**src/rtl/poly_pkg.sv**
```systemverilog
// Shared constants and the loader state encoding for the polynomial operand front end.
package poly_pkg;

  localparam int DATA_W_DEFAULT = 8;

  localparam logic [1:0] OP_SLOT_A = 2'd0;
  localparam logic [1:0] OP_SLOT_B = 2'd1;
  localparam logic [1:0] OP_SLOT_C = 2'd2;
  localparam logic [1:0] OP_SLOT_X = 2'd3;

  typedef enum logic {
    COLLECT = 1'b0,
    PRESENT = 1'b1
  } load_state_t;

endpackage

```
**src/rtl/poly_operand_loader_go_debouncer.sv**
```systemverilog
// Two-flop synchroniser plus stability counter; level_out follows in_raw after DEBOUNCE_CYCLES+2 edges.
// rise_pulse is combinational and marks the edge on which level_out will go 0->1; no backpressure.
module go_debouncer #(
  parameter int DEBOUNCE_CYCLES = 16
) (
  input  logic clk,
  input  logic reset,
  input  logic in_raw,
  output logic level_out,
  output logic rise_pulse
);

  localparam int CNT_W = $clog2(DEBOUNCE_CYCLES);
  localparam logic [CNT_W-1:0] CNT_MAX = CNT_W'(DEBOUNCE_CYCLES - 1);

  logic             sync_q1;
  logic             go_sync;
  logic [CNT_W-1:0] cnt;
  logic             settle;

  // settle is true on exactly the edge where the new level is accepted
  assign settle     = (go_sync != level_out) && (cnt == CNT_MAX);
  assign rise_pulse = settle && go_sync;

  always_ff @(posedge clk) begin
    if (reset) begin
      sync_q1   <= 1'b0;
      go_sync   <= 1'b0;
      level_out <= 1'b0;
      cnt       <= '0;
    end else begin
      sync_q1 <= in_raw;
      go_sync <= sync_q1;
      if (go_sync == level_out) begin
        cnt <= '0;
      end else if (settle) begin
        level_out <= go_sync;
        cnt       <= '0;
      end else begin
        cnt <= cnt + 1'b1;
      end
    end
  end

endmodule

```
**src/rtl/poly_operand_loader.sv**
```systemverilog
// Collects A/B/C/X from debounced button presses and offers them as one bundle over valid/ready.
// Capture lands on the debounce-accept edge; while the bundle waits for op_ready, presses are dropped.
module poly_operand_loader
  import poly_pkg::*;
#(
  parameter int DATA_W          = DATA_W_DEFAULT,
  parameter int DEBOUNCE_CYCLES = 16
) (
  input  logic              clk,
  input  logic              reset,
  input  logic              go_raw,
  input  logic [DATA_W-1:0] data_in,
  input  logic              op_ready,
  output logic              op_valid,
  output logic [DATA_W-1:0] op_a,
  output logic [DATA_W-1:0] op_b,
  output logic [DATA_W-1:0] op_c,
  output logic [DATA_W-1:0] op_x,
  output logic [1:0]        op_index,
  output logic              pressed
);

  load_state_t state;
  logic        go_db;
  logic        press_evt;

  go_debouncer #(
    .DEBOUNCE_CYCLES(DEBOUNCE_CYCLES)
  ) u_go_debouncer (
    .clk       (clk),
    .reset     (reset),
    .in_raw    (go_raw),
    .level_out (go_db),
    .rise_pulse(press_evt)
  );

  always_ff @(posedge clk) begin
    if (reset) begin
      state    <= COLLECT;
      op_valid <= 1'b0;
      op_index <= OP_SLOT_A;
      pressed  <= 1'b0;
      op_a     <= '0;
      op_b     <= '0;
      op_c     <= '0;
      op_x     <= '0;
    end else begin
      pressed <= 1'b0;
      case (state)
        COLLECT: begin
          if (press_evt) begin
            pressed <= 1'b1;
            case (op_index)
              OP_SLOT_A: op_a <= data_in;
              OP_SLOT_B: op_b <= data_in;
              OP_SLOT_C: op_c <= data_in;
              default:   op_x <= data_in;
            endcase
            if (op_index == OP_SLOT_X) begin
              op_valid <= 1'b1;
              state    <= PRESENT;
            end else begin
              op_index <= op_index + 2'd1;
            end
          end
        end
        PRESENT: begin
          // a press landing on the handshake edge is intentionally lost
          if (op_valid && op_ready) begin
            op_valid <= 1'b0;
            op_index <= OP_SLOT_A;
            state    <= COLLECT;
          end
        end
        default: state <= COLLECT;
      endcase
    end
  end

endmodule

```
**config.mk**
```make
export PLATFORM = sky130hd
export DESIGN_NAME = poly_operand_loader
export DESIGN_NICKNAME = d
export VERILOG_FILES = /design/src/rtl/poly_pkg.sv /design/src/rtl/poly_operand_loader_go_debouncer.sv /design/src/rtl/poly_operand_loader.sv
export SDC_FILE = /design/constraint.sdc
export NUM_CORES = 1
export LEC_CHECK = 0
export ABC_AREA = 1
export CORE_ASPECT_RATIO = 1.75
export CORE_MARGIN = 5
export CORE_UTILIZATION = 45
export CTS_CLUSTER_DIAMETER = 40
export DETAILED_ROUTE_END_ITERATION = 8
export PLACE_DENSITY_LB_ADDON = 0.1
export SKIP_CTS_REPAIR_TIMING = 1
export SLEW_MARGIN = 20
export SYNTH_ARGS = -nofsm -noshare
export SYNTH_HDL_FRONTEND = slang
export SYNTH_SLANG_ARGS = --single-unit
```
**constraint.sdc**
```tcl
create_clock -name clk -period 4.3 [get_ports clk]
set_clock_uncertainty 0.15 [all_clocks]
set_input_delay 0.86 -clock clk [delete_from_list [all_inputs] [get_ports clk]]
set_output_delay 0.86 -clock clk [all_outputs]
set_load 0.02 [all_outputs]
```
==> results.md <==
- GR Overflow Total: 0
- Final setup vio count: 0
- Maximum root-to-sink buffer count: 2
- Data required, critical path: ~3300 ps
- Crit-path max cell delay: 640 ps
- Crit path buffers/inverters: 1
- Pins Over Slew Limit: 0
- Root buf cell: clkbuf_8
- Fillers: 370
- Status: completed
- Core region area: roughly 3900 um2
- Syn Inst Count: approximately 220
- IO Pins: 48
- Multi-input logic area: between 700 and 800 um2
- Port Buffers: 47
- Crit. End Element: primary output
- # DRC: 0
- Total design power: roughly 0.70 mW
- Tmin final: ~2400 ps
- DRT iter0 DRCs: 57
- ANT nets after route: 0
- CP Cell Sequence: clkdlybuf4s50_1
- Mapped Nets: around 240
- Worst-Skew Late Latency: around 290 ps
- Synth warn: 0
- Routed wire length: 4.252 mm
- HP Start: u_go_debouncer.sync_q1
- Initial antenna violation count: 0
- Simple-Gate Fraction of Synth Area: approximately 29%
- Slowest cell on the critical path: clkdlybuf4s50_1
- Syn Area/Cell: 8.090 um2
- Layout cell share with drive strength beyond 1: 6.061%
- CTS Sinks: 44
- Cell variety after synth: 19
- Met2 usage: 27.17%
- GPL Wtd Cong: approximately 0.73
- Final hold vios: 0
- Max VDD drop: approximately 0.00022 V
- Crit Path Category: flip-flop to primary output
- TritonCTS clock tree: done
- Busiest grt layer: met2
- Largest family of logic cells by synthesized area: simple AND/OR/NAND/NOR gates
- GRT Util Overall: between 10% and 20%
- Via/cell ratio: around 5.2
- Crit-path leading delay family: buffers and inverters
- Pwr Density: about 300 nW/um2
- Die height: roughly 93 um
- Synth Register Bits: 44
- Synth Area in Compound Gates: under 10%
- Ant diodes: 0
- Initial Util: approximately 46%
- Critical-path maximum fanout: 5
- Global-route wire length before repair: ~7.1 mm
- Adder-Cell Fraction of Synth Area: 3.499%
- Area grow syn2layout: 30.02%
- Final worst-path cycle share: between 50% and 60%
- Met1 Track Usage GR: a little over a fifth
- Static leakage: 0.8434 nW
- First-pass DRT Iterations: 4
- Non-Filler Instances: approximately 310
- Reg-to-reg slack, setup: around 2100 ps
- Final #Nets: 280
- Mux share of post-synthesis cell area: 0%
- Clk slew on worst S/H paths: approximately 80 ps
- Vias: ~1,600
- HP Class: flip-flop to flip-flop
- Design Area, Final: roughly 2300 um2
- Worst Max-Slew Pin Slew: about 750 ps
- Crit path from: op_index[1]
- Num rows: 30
- Post-synthesis xor/xnor area fraction: 0.9797%
- Most frequent cells in the layout: 47 x nand2_1, 47 x clkdlybuf4s50_1, 44 x dfxtp_1, 29 x a21oi_1, 25 x nand4_1
- Crit path launch type: flip-flop
- Hold_ws: between 200 and 300 ps
- DP Area: about 2200 um2
- Number of global-route vias before repair: approximately 1,600
- HPWL after DPL: 3.017 mm
- Met3 Track Usage GR: under 10%
- Cts bufs inserted: 5
- Sequential fraction of the synthesis area: a little under 50%
- Max Cap Viol: 0
- Chip width: between 50 and 60 um
- RSZ-0062 raised after global routing: false
- Max H-tree Level: 2
- Dpl ws: between 1500 and 2000 ps
- Register Area: 880.8 um2
- Die area: approximately 5400 um2
- Fmax: about 420 MHz
- DR WL/cell: between 10 and 15 um
- Worst EP arrival: roughly 1400 ps
- Post-Syn Area: between 1500 and 2000 um2
- Setup TNS: 0 ps
- Largest net degree at the start of global routing: 32
- Rel. slew slack: between 40% and 50%
- Placed insts: approximately 300
- Post-layout util: 60.13%
- Final WS setup: just under 2000 ps
- FF-to-FF Start: u_go_debouncer.go_sync
-- where the power goes --
part | switching [mW] | internal (mW)
logic | 0.0169 | 0.0113
clock network | 0.130 | 0.131
registers | 0.000719 | 0.408
-- registers in the layout (all words and copies together) (netlist names), 2 cells and up --
register / count
op_c: 8
op_a: 8
op_x: 8
op_index: 2
op_b: 8
u_go_debouncer.cnt: 4
-- cell type report --
class / count / share of cell area (%)
flip-flops and latches: 44 / 37.89
clock buffers: 8 / 3.875
multi-input cells: 145 / 31.86
inverters: 18 / 2.906
well taps: 48 / 2.583
repair buffers: 49 / 20.88
-- Yosys cell counts --
master | count | share of area, %
o21ai_0 | 1 | 0.28
nor3b_1 | 1 | 0.42
clkbuf_1 | 7 | 1.5
buf_6 | 6 | 3.8
nor4_1 | 1 | 0.35
nand2_1 | 47 | 9.9
inv_1 | 15 | 3.1
nor2_4 | 1 | 0.63
nand3_2 | 3 | 1.7
nor2_1 | 23 | 4.8
buf_2 | 1 | 0.28
a21oi_1 | 29 | 8.1
nor2_2 | 1 | 0.35
nand3_1 | 6 | 1.7
nand4_1 | 25 | 8.7
inv_2 | 3 | 0.63
dfxtp_1 | 44 | 49
ha_1 | 5 | 3.5
xor2_1 | 2 | 0.98
-- path summary, 6_finish.rpt --
check,depth (start not counted),endpoint
worst min register to register,2,u_go_debouncer.go_sync
worst max register to register,6,op_x[1]
worst min-delay path,2,u_go_debouncer.go_sync
worst max-delay path,1,op_index[1]
-- cell families (layout without fill, tap and decap cells) --
logic type	count (synthesis)	count (layout)
flops	44	44
buf+inv	32	75
compound gates	30	30
xor+xnor	2	2
fa+ha+maj	5	5
simple gates	108	108
-- routing by layer --
layer | part of all wire (%) | up-vias
li1 | - | 815
met1 | 43 | 759
met2 | 51 | 45
met3 | 4.6 | 8
met4 | 2.1 | 0
met5 | 0 | -
Power figures use the tool's default switching activity.
